`config.mk`:
```
export PLATFORM = sky130hd
export DESIGN_NAME = line_read_sched
export DESIGN_NICKNAME = d
export VERILOG_FILES = /design/src/rtl/line_read_sched.sv
export SDC_FILE = /design/constraint.sdc
export NUM_CORES = 1
export LEC_CHECK = 0
export CORE_MARGIN = 4
export CORE_UTILIZATION = 59
export DETAILED_ROUTE_END_ITERATION = 7
export GPL_ROUTABILITY_DRIVEN = 0
export GPL_TIMING_DRIVEN = 0
export PLACE_DENSITY = 0.95
export SLEW_MARGIN = 20
export SYNTH_ARGS = -nofsm -noshare
export SYNTH_HDL_FRONTEND = slang
export SYNTH_SLANG_ARGS = --single-unit
```
`constraint.sdc`:
```
create_clock -name CCD_PIXCLK -period 3.9 [get_ports CCD_PIXCLK]
set_input_delay 0.975 -clock CCD_PIXCLK [delete_from_list [all_inputs] [get_ports CCD_PIXCLK]]
set_output_delay 0.975 -clock CCD_PIXCLK [all_outputs]
set_load 0.1 [all_outputs]
```
`src/rtl/line_read_sched.sv`:
```
// Line-buffer read sequencer: after each sensor line ends, waits a fixed gap and then
// issues one read burst, tracking the line index and flagging overruns of the pending slot.
module line_read_sched #(
    parameter int unsigned H_ACTIVE     = 640,
    parameter int unsigned H_GAP        = 4,
    parameter int unsigned VAL_LINE_MIN = 2,
    parameter int unsigned VAL_LINE_MAX = 620
) (
    input  logic        CCD_PIXCLK,
    input  logic        RST_N,
    input  logic        CCD_FVAL,
    input  logic        CCD_LVAL,
    input  logic        iCLR_ERR,
    output logic        oREAD_EN,
    output logic [12:0] oREAD_Cont,
    output logic [12:0] oV_Cont,
    output logic        oLINE_VALID,
    output logic        oFRAME_START,
    output logic        oOVERRUN
);

    typedef enum logic [1:0] {StIdle, StArmed, StGap, StRead} state_e;

    state_e      state_q, state_d;
    logic        fval_r_q, fval_d1_q, lval_r_q, lval_d1_q;
    logic        read_en_q, read_en_d;
    logic [12:0] read_cnt_q, read_cnt_d;
    logic [12:0] v_cnt_q, v_cnt_d;
    logic [12:0] gap_cnt_q, gap_cnt_d;
    logic [12:0] wr_line_q, wr_line_d;
    logic        pending_q, pending_d;
    logic        frame_start_q, frame_start_d;
    logic        overrun_q, overrun_d;

    logic fval_rise, fval_fall, lval_fall, lval_take;
    logic last_beat, consume, ovr_set;

    function automatic logic [12:0] sat_inc(input logic [12:0] x);
        return (x == 13'h1fff) ? x : x + 13'd1;
    endfunction

    assign fval_rise = fval_r_q & ~fval_d1_q;
    assign fval_fall = ~fval_r_q & fval_d1_q;
    assign lval_fall = ~lval_r_q & lval_d1_q;
    // Line ends after the frame has closed are not scheduled.
    assign lval_take = lval_fall & fval_r_q;
    assign last_beat = (read_cnt_q == 13'(H_ACTIVE - 1));
    assign consume   = (state_q == StRead) && last_beat;

    always_comb begin
        state_d       = state_q;
        read_cnt_d    = read_cnt_q;
        v_cnt_d       = v_cnt_q;
        gap_cnt_d     = gap_cnt_q;
        wr_line_d     = wr_line_q;
        pending_d     = pending_q;
        ovr_set       = 1'b0;
        frame_start_d = fval_rise;

        if (fval_rise) begin
            // Frame restart aborts whatever was in flight.
            state_d    = StArmed;
            read_cnt_d = '0;
            v_cnt_d    = '0;
            gap_cnt_d  = '0;
            wr_line_d  = '0;
            pending_d  = 1'b0;
        end else begin
            unique case (state_q)
                StIdle: ;
                StArmed: begin
                    if (fval_fall) begin
                        state_d = StIdle;
                    end else if (lval_take) begin
                        state_d   = StGap;
                        gap_cnt_d = '0;
                        wr_line_d = sat_inc(wr_line_q);
                    end
                end
                StGap, StRead: begin
                    if (lval_take) begin
                        if (pending_q && !consume) begin
                            ovr_set = 1'b1;
                        end else begin
                            pending_d = 1'b1;
                            wr_line_d = sat_inc(wr_line_q);
                        end
                    end
                    if (state_q == StGap) begin
                        if (gap_cnt_q == 13'(H_GAP - 1)) begin
                            state_d    = StRead;
                            read_cnt_d = '0;
                        end else begin
                            gap_cnt_d = gap_cnt_q + 13'd1;
                        end
                    end else if (last_beat) begin
                        read_cnt_d = '0;
                        gap_cnt_d  = '0;
                        v_cnt_d    = sat_inc(v_cnt_q);
                        if (pending_q || lval_take) begin
                            state_d   = StGap;
                            // A line ending on the last beat refills the slot being consumed.
                            pending_d = pending_q && lval_take;
                        end else begin
                            state_d = fval_r_q ? StArmed : StIdle;
                        end
                    end else begin
                        read_cnt_d = read_cnt_q + 13'd1;
                    end
                end
                default: state_d = StIdle;
            endcase
        end

        read_en_d = (state_d == StRead);
        overrun_d = ovr_set ? 1'b1 : (iCLR_ERR ? 1'b0 : overrun_q);
    end

    always_ff @(posedge CCD_PIXCLK or negedge RST_N) begin
        if (!RST_N) begin
            // FVAL history starts high so a level held through reset is not a rise.
            fval_r_q      <= 1'b1;
            fval_d1_q     <= 1'b1;
            lval_r_q      <= 1'b0;
            lval_d1_q     <= 1'b0;
            state_q       <= StIdle;
            read_en_q     <= 1'b0;
            read_cnt_q    <= '0;
            v_cnt_q       <= '0;
            gap_cnt_q     <= '0;
            wr_line_q     <= '0;
            pending_q     <= 1'b0;
            frame_start_q <= 1'b0;
            overrun_q     <= 1'b0;
        end else begin
            fval_r_q      <= CCD_FVAL;
            fval_d1_q     <= fval_r_q;
            lval_r_q      <= CCD_LVAL;
            lval_d1_q     <= lval_r_q;
            state_q       <= state_d;
            read_en_q     <= read_en_d;
            read_cnt_q    <= read_cnt_d;
            v_cnt_q       <= v_cnt_d;
            gap_cnt_q     <= gap_cnt_d;
            wr_line_q     <= wr_line_d;
            pending_q     <= pending_d;
            frame_start_q <= frame_start_d;
            overrun_q     <= overrun_d;
        end
    end

    assign oREAD_EN     = read_en_q;
    assign oREAD_Cont   = read_cnt_q;
    assign oV_Cont      = v_cnt_q;
    assign oFRAME_START = frame_start_q;
    assign oOVERRUN     = overrun_q;
    assign oLINE_VALID  = read_en_q && (v_cnt_q > 13'(VAL_LINE_MIN))
                          && (v_cnt_q < 13'(VAL_LINE_MAX));

endmodule

```
==> impl_metrics.ini <==
[cts]
cts_hold_buf = 0
cts_resized = 0
cts_setup_buffers = 0
cts.sinks = 49
cts_made_buffers = 5
clk_latency_ns = 0.30
cts_tree = yes
htreeDepth = 2
cts_buffer_depth = 2
clk_root_buffer_cell = clkbuf_8
clkSlewWorstSetupHoldPaths_ns = 0.09

[yosys]
synthTopCellsByArea = dfrtp_1, a21oi_1, nand2_1
synth_top_area_frac = 0.461
synthFlopType = dfrtp_1
netlist_area_um2 = 2550
syn_area_per_cell_um2 = 9.17
synthAdderAreaFrac = 0.0196
synth_top_family_by_area = simple AND/OR/NAND/NOR gates
synth-simple-area-share = 0.256
synth_seq_area_share = 0.482
synthXorXnorAreaFrac = 0.0412
ys_types = 45
synth-edff-count = 0
ys_warn_count = 0
async_reset_ff_frac = 1.00
synth.largest_area_cell = dfrtp_1
muxShareOfSynthArea = 0.00393
synth_compound_area_frac = 0.165
syn_inst = 278
ys_seq_elements = 49
syn_nets = 287

[power_and_ir_drop]
leakagePower_nw = 1.27
p_total_mw = 1.07
pwr-share-seq = 0.506
p_comb_frac = 0.142
p_sw_frac = 0.275
switchingPower_mw = 0.294
ir_drop_uv = 352
p_int_mw = 0.774
power_frac_clock = 0.353
power_density_nw_per_um2 = 346

[placement]
preCtsSetupSlack_ns = 0.676
post-dp-hpwl_um = 4320
port_buffers = 34

[run_status]
status = completed

[setup_path]
worstPathCellList = inv_1 > ha_1 > o21ai_0 > o2111ai_1 > a21oi_2 > clkdlybuf4s50_1
criticalPathCategory = reg2out
slowest_stage = clkdlybuf4s50_1
cp-start-kind = flop
crit_arrival_ns = 2.64
cpLargestDelayFamily = buffers and inverters
worst_setup_path_end_kind = primary output
worstPathRequired_ns = 2.92
worst-path-buf-inv = 2
max_stage_delay_ns = 1.14
rrSetupSlack_ns = 1.16
critPathMaxFanout = 4

[grt]
gr-total-overflow = 0
top_usage_layer = met2
grt_pass1_vias = 2381
grt_first_pass_wirelength_um = 10500
globalRouteMet2Util = 0.391
use_met1 = 0.324
grt_max_degree = 28
antenna_found_initial = 0
track_usage = 0.247
use_met3 = 0.0561

[timing]
skew_ns = 0.00859
setup_viol = 0
min_period_over_period = 0.928
fin_ws_ns = 0.282
maxSlewViolCount = 0
slew_headroom = 0.338
hold_viol = 0
fin_crit_ns = 3.62
max_freq_ghz = 0.276
tns_ns = 0
rsz0062_at_grt = no
tightest_slew_ns = 0.990

[route]
num_vias = 2377
drt_iter0_markers = 235
vias_per_cell = 6.41
wire_per_inst_um = 16.5
drtPass1Iterations = 4
ant_nets = 0
wirelength_um = 6130
drc_errors = 0

[cells_and_area]
nets = 329
n_antenna_cell = 0
layout-drive-gt1-share = 0.0592
synthToLayoutAreaGrowth_pct = 21.1

[floorplan]
fp-row-count = 23
core-area_um2 = 4090
dieWidth_um = 73.7
start_util = 0.624
die_h_um = 73.7
dieArea_um2 = 5440
top_level_ports = 35

[hold_path]
holdCritPathClass = reg2reg

[job]
drv_cap = 0
final timing paths:
kind | from | endpoint | cells after the start
hold / removal | fval_r_q | fval_d1_q | 0
setup reg to reg | oREAD_Cont[7] | oV_Cont[11] | 6
hold reg to reg | fval_r_q | fval_d1_q | 0
max in group asynchronous | RST_N | fval_r_q | 2
setup / recovery | oV_Cont[0] | oLINE_VALID | 6
min in group asynchronous | RST_N | oV_Cont[9] | 1
cell usage in the layout (no fill, tap or decap), drive strengths merged, types with 4 or more instances in the layout:
cell type,synthesis,routed
dfrtp,47,47
clkdlybuf4s50,0,33
nand2,28,28
nor2,25,25
a21oi,22,22
nand3,20,20
clkbuf,11,18
o21ai,16,16
a31oi,12,12
nand4,10,10
inv,8,8
xor2,8,8
or4,7,7
or3,6,6
nor3,5,5
nand2b,4,4
and4,4,4
xnor2,4,4
ha,4,4
routing by layer:
metal | vias to the layer above | wire, µm
li1 | 1103 | -
met1 | 1155 | 2580
met4 | 0 | 131
met3 | 17 | 393
met5 | - | 0
met2 | 102 | 3030
synth_stat cells (all sizes together) (6+ instances only):
| cell | n |
|---|---|
| nor2 | 25 |
| clkbuf | 11 |
| nand2 | 28 |
| xor2 | 8 |
| or4 | 7 |
| o21ai | 16 |
| nand4 | 10 |
| dfrtp | 47 |
| nand3 | 20 |
| inv | 8 |
| or3 | 6 |
| a31oi | 12 |
| a21oi | 22 |
kinds of logic after synthesis:
kind of cell | count (synthesis)
simple gates | 123
compound gates | 68
flops | 49
buf+inv | 21
xor+xnor | 12
fa+ha+maj | 4
mux | 1
cell type report:
type,count,area (µm²)
plain buffers,12,46.3
clock buffers,7,86.3
clock inverters,1,30.0
fillers,286,1000
inverters,9,33.8
multi-input cells,208,1240
flip-flops and latches,49,1230
well taps,50,62.6
repair buffers,35,355
power groups by stage:
stage	Sequential, mW	Combinational (mW)	Clock [mW]
floorplan	0.590	0.0606	0
global placement	0.548	0.145	0
detailed placement	0.550	0.150	0
CTS	0.540	0.151	0.376
global route	0.542	0.166	0.396
finish	0.540	0.151	0.376
registers in the layout, indices dropped and copies added, names as in the netlist, 2 cells and up:
signal	count
gap_cnt_q	13
oV_Cont	13
state_q	2
oREAD_Cont	13
stage by stage:
stage          instance area, µm²  std cells  hold WS, ns  utilization
6_report                     3090        371        0.403        0.755
5_1_grt                      3090        371        0.417        0.755
4_1_cts                      3090        371        0.404        0.755
3_5_place_dp                 2970        363        0.389        0.727
3_3_place_gp                 2960        362        0.387        0.723
2_1_floorplan                2550        278        0.370            -
Note: power is estimated with default switching activity, not from simulation.
